[config.mk]
export PLATFORM = sky130hd
export DESIGN_NAME = bitty_sequencer
export DESIGN_NICKNAME = d
export VERILOG_FILES = /design/src/rtl/bitty_sequencer.sv
export SDC_FILE = /design/constraint.sdc
export NUM_CORES = 1
export LEC_CHECK = 0
export ABC_AREA = 1
export BUFFER_PORTS_ARGS = -buffer_cell sky130_fd_sc_hd__buf_2
export CAP_MARGIN = 40
export CORE_MARGIN = 4
export CORE_UTILIZATION = 33
export DETAILED_ROUTE_END_ITERATION = 8
export PLACE_DENSITY = 0.53
export SYNTH_ARGS = -nofsm -noshare
export SYNTH_HDL_FRONTEND = slang
export SYNTH_SLANG_ARGS = --single-unit
[constraint.sdc]
create_clock -name clk -period 2 [get_ports clk]
set_input_delay 0.1 -clock clk [delete_from_list [all_inputs] [get_ports clk]]
set_output_delay 0.1 -clock clk [all_outputs]
set_load 0.005 [all_outputs]
[src/rtl/bitty_sequencer.sv]
// Instruction sequencer for bitty_core: fetches from synchronous program memory,
// issues each instruction with a one-cycle run pulse and waits for done.
module bitty_sequencer #(
  parameter int unsigned ADDR_W     = 8,
  parameter int unsigned CNT_W      = 16,
  parameter logic [15:0] HALT_INSTR = 16'hFFFF,
  parameter int unsigned TIMEOUT    = 32
) (
  input  logic              clk,
  input  logic              reset,
  input  logic              start,
  input  logic [ADDR_W-1:0] start_addr,
  input  logic [ADDR_W-1:0] end_addr,
  output logic [ADDR_W-1:0] mem_addr,
  output logic              mem_rd_en,
  input  logic [15:0]       mem_rd_data,
  output logic              run,
  output logic [15:0]       instruction,
  input  logic              done,
  output logic              busy,
  output logic              halted,
  output logic              error,
  output logic [ADDR_W-1:0] pc,
  output logic [CNT_W-1:0]  instr_count
);

  localparam int unsigned TMR_W = $clog2(TIMEOUT) + 1;

  typedef enum logic [2:0] {
    S_IDLE, S_FETCH, S_LOAD, S_ISSUE, S_WAIT, S_HALT, S_ERROR
  } state_t;

  state_t             state, state_n;
  logic [ADDR_W-1:0]  end_reg;
  logic [TMR_W-1:0]   timer;

  assign mem_addr = pc;

  // Next-state decode; done beats timeout when both land in the same cycle.
  always_comb begin
    state_n = state;
    case (state)
      S_IDLE, S_HALT, S_ERROR: if (start) state_n = S_FETCH;
      S_FETCH: state_n = S_LOAD;
      S_LOAD:  state_n = (mem_rd_data == HALT_INSTR) ? S_HALT : S_ISSUE;
      S_ISSUE: state_n = S_WAIT;
      S_WAIT: begin
        if (done)
          state_n = (pc == end_reg) ? S_HALT : S_FETCH;
        else if (timer == TMR_W'(TIMEOUT - 1))
          state_n = S_ERROR;
      end
      default: state_n = S_IDLE;
    endcase
  end

  // State, datapath and status flags registered from the next state.
  always_ff @(posedge clk or posedge reset) begin
    if (reset) begin
      state       <= S_IDLE;
      pc          <= '0;
      end_reg     <= '0;
      instruction <= '0;
      timer       <= '0;
      instr_count <= '0;
      run         <= 1'b0;
      mem_rd_en   <= 1'b0;
      busy        <= 1'b0;
      halted      <= 1'b0;
      error       <= 1'b0;
    end else begin
      state     <= state_n;
      mem_rd_en <= (state_n == S_FETCH);
      run       <= (state_n == S_ISSUE);
      busy      <= state_n inside {S_FETCH, S_LOAD, S_ISSUE, S_WAIT};
      halted    <= (state_n == S_HALT);
      error     <= (state_n == S_ERROR);

      case (state)
        S_IDLE, S_HALT, S_ERROR: begin
          if (start) begin
            pc          <= start_addr;
            end_reg     <= end_addr;
            instr_count <= '0;
          end
        end
        S_LOAD: begin
          if (mem_rd_data != HALT_INSTR) instruction <= mem_rd_data;
        end
        S_ISSUE: timer <= '0;
        S_WAIT: begin
          if (done) begin
            if (instr_count != '1) instr_count <= instr_count + CNT_W'(1);
            if (pc != end_reg) pc <= pc + ADDR_W'(1);
          end else begin
            timer <= timer + TMR_W'(1);
          end
        end
        default: ;
      endcase
    end
  end

endmodule

==> impl.org <==
** Synth
- Total standard cell area after synthesis :: 3390 um2
- Synthesized area per cell :: approximately 7.9 um2
- Measured against the total synthesized area, the mux share comes to 2.91%.
- Flops & latches, synth :: between 60 and 70
- Yosys top cell area share :: between 40 and 50%
- Yosys attributes the largest share of cell area to dfrtp_1 (46%), nand2_1 (18%), nor2_1 (4.2%), nand3_1 (3.7%), xor2_1 (3.6%).
- Of the total synthesized cell area, the portion taken by AND, OR, NAND and NOR gates is between 30% and 40%.
- The synthesized netlist devotes under 10% of its cell area to compound gates.
- After Yosys synthesis, XOR and XNOR cells account for under 10% of the synthesized area.
- Fraction of the mapped netlist area in adder cells :: 1.11%
- Cells after Synth :: roughly 430
- Sequential cell area fraction in the yosys report :: a little under half
- Count of cell types in the netlist :: 34
- Yosys printed 0 warnings.
- Synth area leader :: dfrtp_1
- Combinational family with the most area after synthesis :: simple AND/OR/NAND/NOR gates
- Synthesized netlist net count :: 470

** Clock network
- Clock root buffer :: clkbuf_8
- CTS clock-pin slew for the worst setup and hold paths :: approximately 0.07 ns
- TritonCTS clock tree :: built
- Sinks on the clock net :: 62
- The clock passes through at most 2 buffers.
- In this run, post-CTS repair resized a total of 0 instances.
- Insertion delay to the later sink of the worst-skew pair :: between 0.3 and 0.4 ns
- Clock tree synthesis inserted a total of 9 buffers.
- Depth of the CTS H-tree :: 3

** Place
- Post-detailed-placement half-perimeter wirelength :: between 5000 and 6000 um
- Buffers added on ports :: slightly below 90
- The congestion estimate from routability-driven global placement came to ~0.77.

** Cells and area
- Total number of nets in the final design :: 583
- Commonest cells after routing, fill and taps aside :: nand2_1 (159), buf_2 (88), dfrtp_1 (62)
- Share of final-layout standard cells stronger than drive strength 1 :: about a quarter
- Leaving out fill and tap cells, the most frequent cell in the layout is nand2_1.
- Biggest regs :: instr_count x16, instruction x16
- N_diodes :: 0
- Area growth from synthesis to layout :: 28.2%

** STA
- Period minus WS final :: 1.77 ns
- Based on the critical path, the design can be clocked at up to between 500 and 600 MHz.
- The final number of hold-violating endpoints is 0.
- Of the available clock period, the critical path in the final layout requires 88.7%.
- Setup violations remaining at the end of the flow were counted as 0.
- In this run the tightest slew margin relative to its limit is approximately 64%.
- For the pin with the worst max-slew slack, the measured transition is around 0.54 ns.
- Fin. max-slew vios :: 0
- Between clock sinks in the finished design, the worst skew comes to 0.00443 ns.
- For the final routed database, the setup TNS stands at 0 ns.
- Worst hold slack :: around 0.023 ns
- Unrepaired setup endpoints after global routing :: false

** Critical path
- WP data required :: roughly 2.3 ns
- Critical Setup Path Class :: flip-flop to flip-flop
- Arrival time of data at the critical path endpoint :: between 2 and 2.5 ns
- Critical path's largest stage delay :: around 0.41 ns
- Startpoint type of the worst setup path :: flip-flop
- Family with the most delay on the worst path :: simple AND/OR/NAND/NOR gates
- The slowest stage of the critical path belongs to the cell dfrtp_1.
- Crit path buffers/inverters :: 1
- Along the worst path, the maximum fanout reaches 15.
- Most used cell along the critical path :: nand2_1
- STA classifies the critical path endpoint as a flip-flop.
- The signal on the critical path passes through ha_1, nand2_1, nor2_2, and2_4, nand2_1, o21ai_2, a21oi_2, buf_4, nand3_1, o21ai_1.

** Detailed routing
- In the final routed layout, each cell accounts on average for ~12 um.
- For this run, design rule violations remaining after detail routing come to 0.
- Number of detailed-route iterations in the first pass :: 5
- Count of antenna-violating nets left after detailed routing :: 0
- Wires add up to between 8000 and 9000 um.
- Number of vias after detailed routing :: 3,100
- In the routed layout, each cell is associated on average with a via count of 4.55.
- After the first detailed-routing iteration, the DRC count stood at roughly 260.

** Pwr
- Worst IR drop on VDD :: just under 700 uV
- For this design the static power due to leakage is between 2 and 2.5 nW.
- Power density normalized to cell area :: between 1000 and 1500 nW/um2

** Global routing
- Via count of the first global-routing pass :: ~3,000
- GR Util met1 :: between 10% and 20%
- In this run the most used layer during global routing was met2.
- The first global-routing pass estimated ~14,000 um of wire.
- Global routing usage on met2 :: a little under a quarter
- Entering global routing, the biggest net connects 40 pins.
- For this run, global-route usage on met3 was measured as under 10%.
- Global routing consumed, over all layers together, between 10% and 20% of the routing resources.
- The number of antenna violations at the first check in global routing came to 0.
- Total gr overflow :: 0

** Floorplanning
- Die area :: approximately 12,000 um2
- In this run the vertical extent of the chip is between 100 and 150 um.
- Site Rows :: 36
- Pin placement for this block handled between 80 and 90 I/O pins.
- X dimension of the die :: between 100 and 150 um
- In this run the standard cell core region covers slightly below 10,000 um2.
- Once the floorplan was initialized, standard cells occupied roughly 34% of the core.

** Status
- The flow ran to the end, and the final reports show no timing, DRC or antenna violations.

** Worst hold path
- The worst hold path belongs to the class input port to flip-flop.

** Job
- Max-capacitance violation count :: 0
per-stage QoR:
stage	instance area, um2	power (W)	utilization (%)	std cells	worst slack [ns]
floorplan	3390	0.00395	-	431	0.352
global placement	3940	0.00458	39.8	642	0.295
detailed placement	3940	0.00461	39.8	642	0.224
CTS	4350	0.00567	43.9	681	0.201
global route	4350	0.00609	43.9	681	0.0762
finish	4350	0.00557	43.9	681	0.226
cell type report:
cell class / count / area (um2)
fill: 1020 / 5560
multi-input combinational: 315 / 1570
sequential: 62 / 1550
timing repair buffer: 121 / 761
tap: 133 / 166
clock buffer: 14 / 163
inverter: 35 / 131
clock inverter: 1 / 5.00
synth_stat cells:
library cell / number
buf_2: 1
a21oi_1: 7
nor2_1: 38
nand3_1: 25
nor3b_1: 1
buf_1: 1
mux2i_1: 2
a221oi_1: 1
or2_2: 1
o21ai_0: 7
and2_4: 1
nand3_4: 1
nand2_1: 159
nor2_2: 3
clkbuf_2: 1
xnor2_1: 9
inv_1: 29
buf_4: 13
ha_1: 3
xor2_1: 14
nand3b_1: 1
mux2_2: 7
buf_6: 2
a21oi_2: 1
clkbuf_1: 1
nor3_1: 7
o21bai_4: 1
inv_2: 6
o21ai_1: 10
o21ai_2: 1
nand3_2: 3
dfrtp_1: 62
nand2_2: 4
nand4_1: 8
kinds of logic after synthesis:
family,after synthesis
compound gates,28
xor+xnor,23
fa+ha+maj,3
buf+inv,54
flops,62
mux,9
simple gates,252
tightest hold or removal path, cell delays in order:
cell     delay [ns]
buf_2          0.08
nor2_1         0.04
a21oi_1        0.10
per-layer routing:
layer	up-vias	wire length, um
met2	90	3730
met1	1421	3800
met5	-	0
met3	9	524
li1	1580	-
met4	0	103
power breakdown:
| part | total, W | internal [W] | switching, W |
|---|---|---|---|
| sequential | 0.00201 | 0.00168 | 0.000335 |
| combinational | 0.00259 | 0.00107 | 0.00151 |
| clock | 0.000970 | 0.000511 | 0.000459 |
| total | 0.00557 | 0.00326 | 0.00231 |
final timing paths:
kind	startpoint	end	slack, ns	cells past startpoint
max in group asynchronous	reset	instruction[11]	1.05	4
max reg2reg	instr_count[0]	instr_count[0]	0.23	10
min reg2reg	instruction[1]	instruction[1]	0.47	2
min	end_addr[2]	end_reg[2]	0.02	3
max	instr_count[0]	instr_count[0]	0.23	10
min in group asynchronous	reset	end_reg[6]	0.35	3
repair_timing:
item                                   in CTS  in global routing
hold buffers                               24                  0
setup buffers                               0                  0
endpoints found under the hold margin      46                  0
No activity file was read; power rests on OpenSTA's default activity.
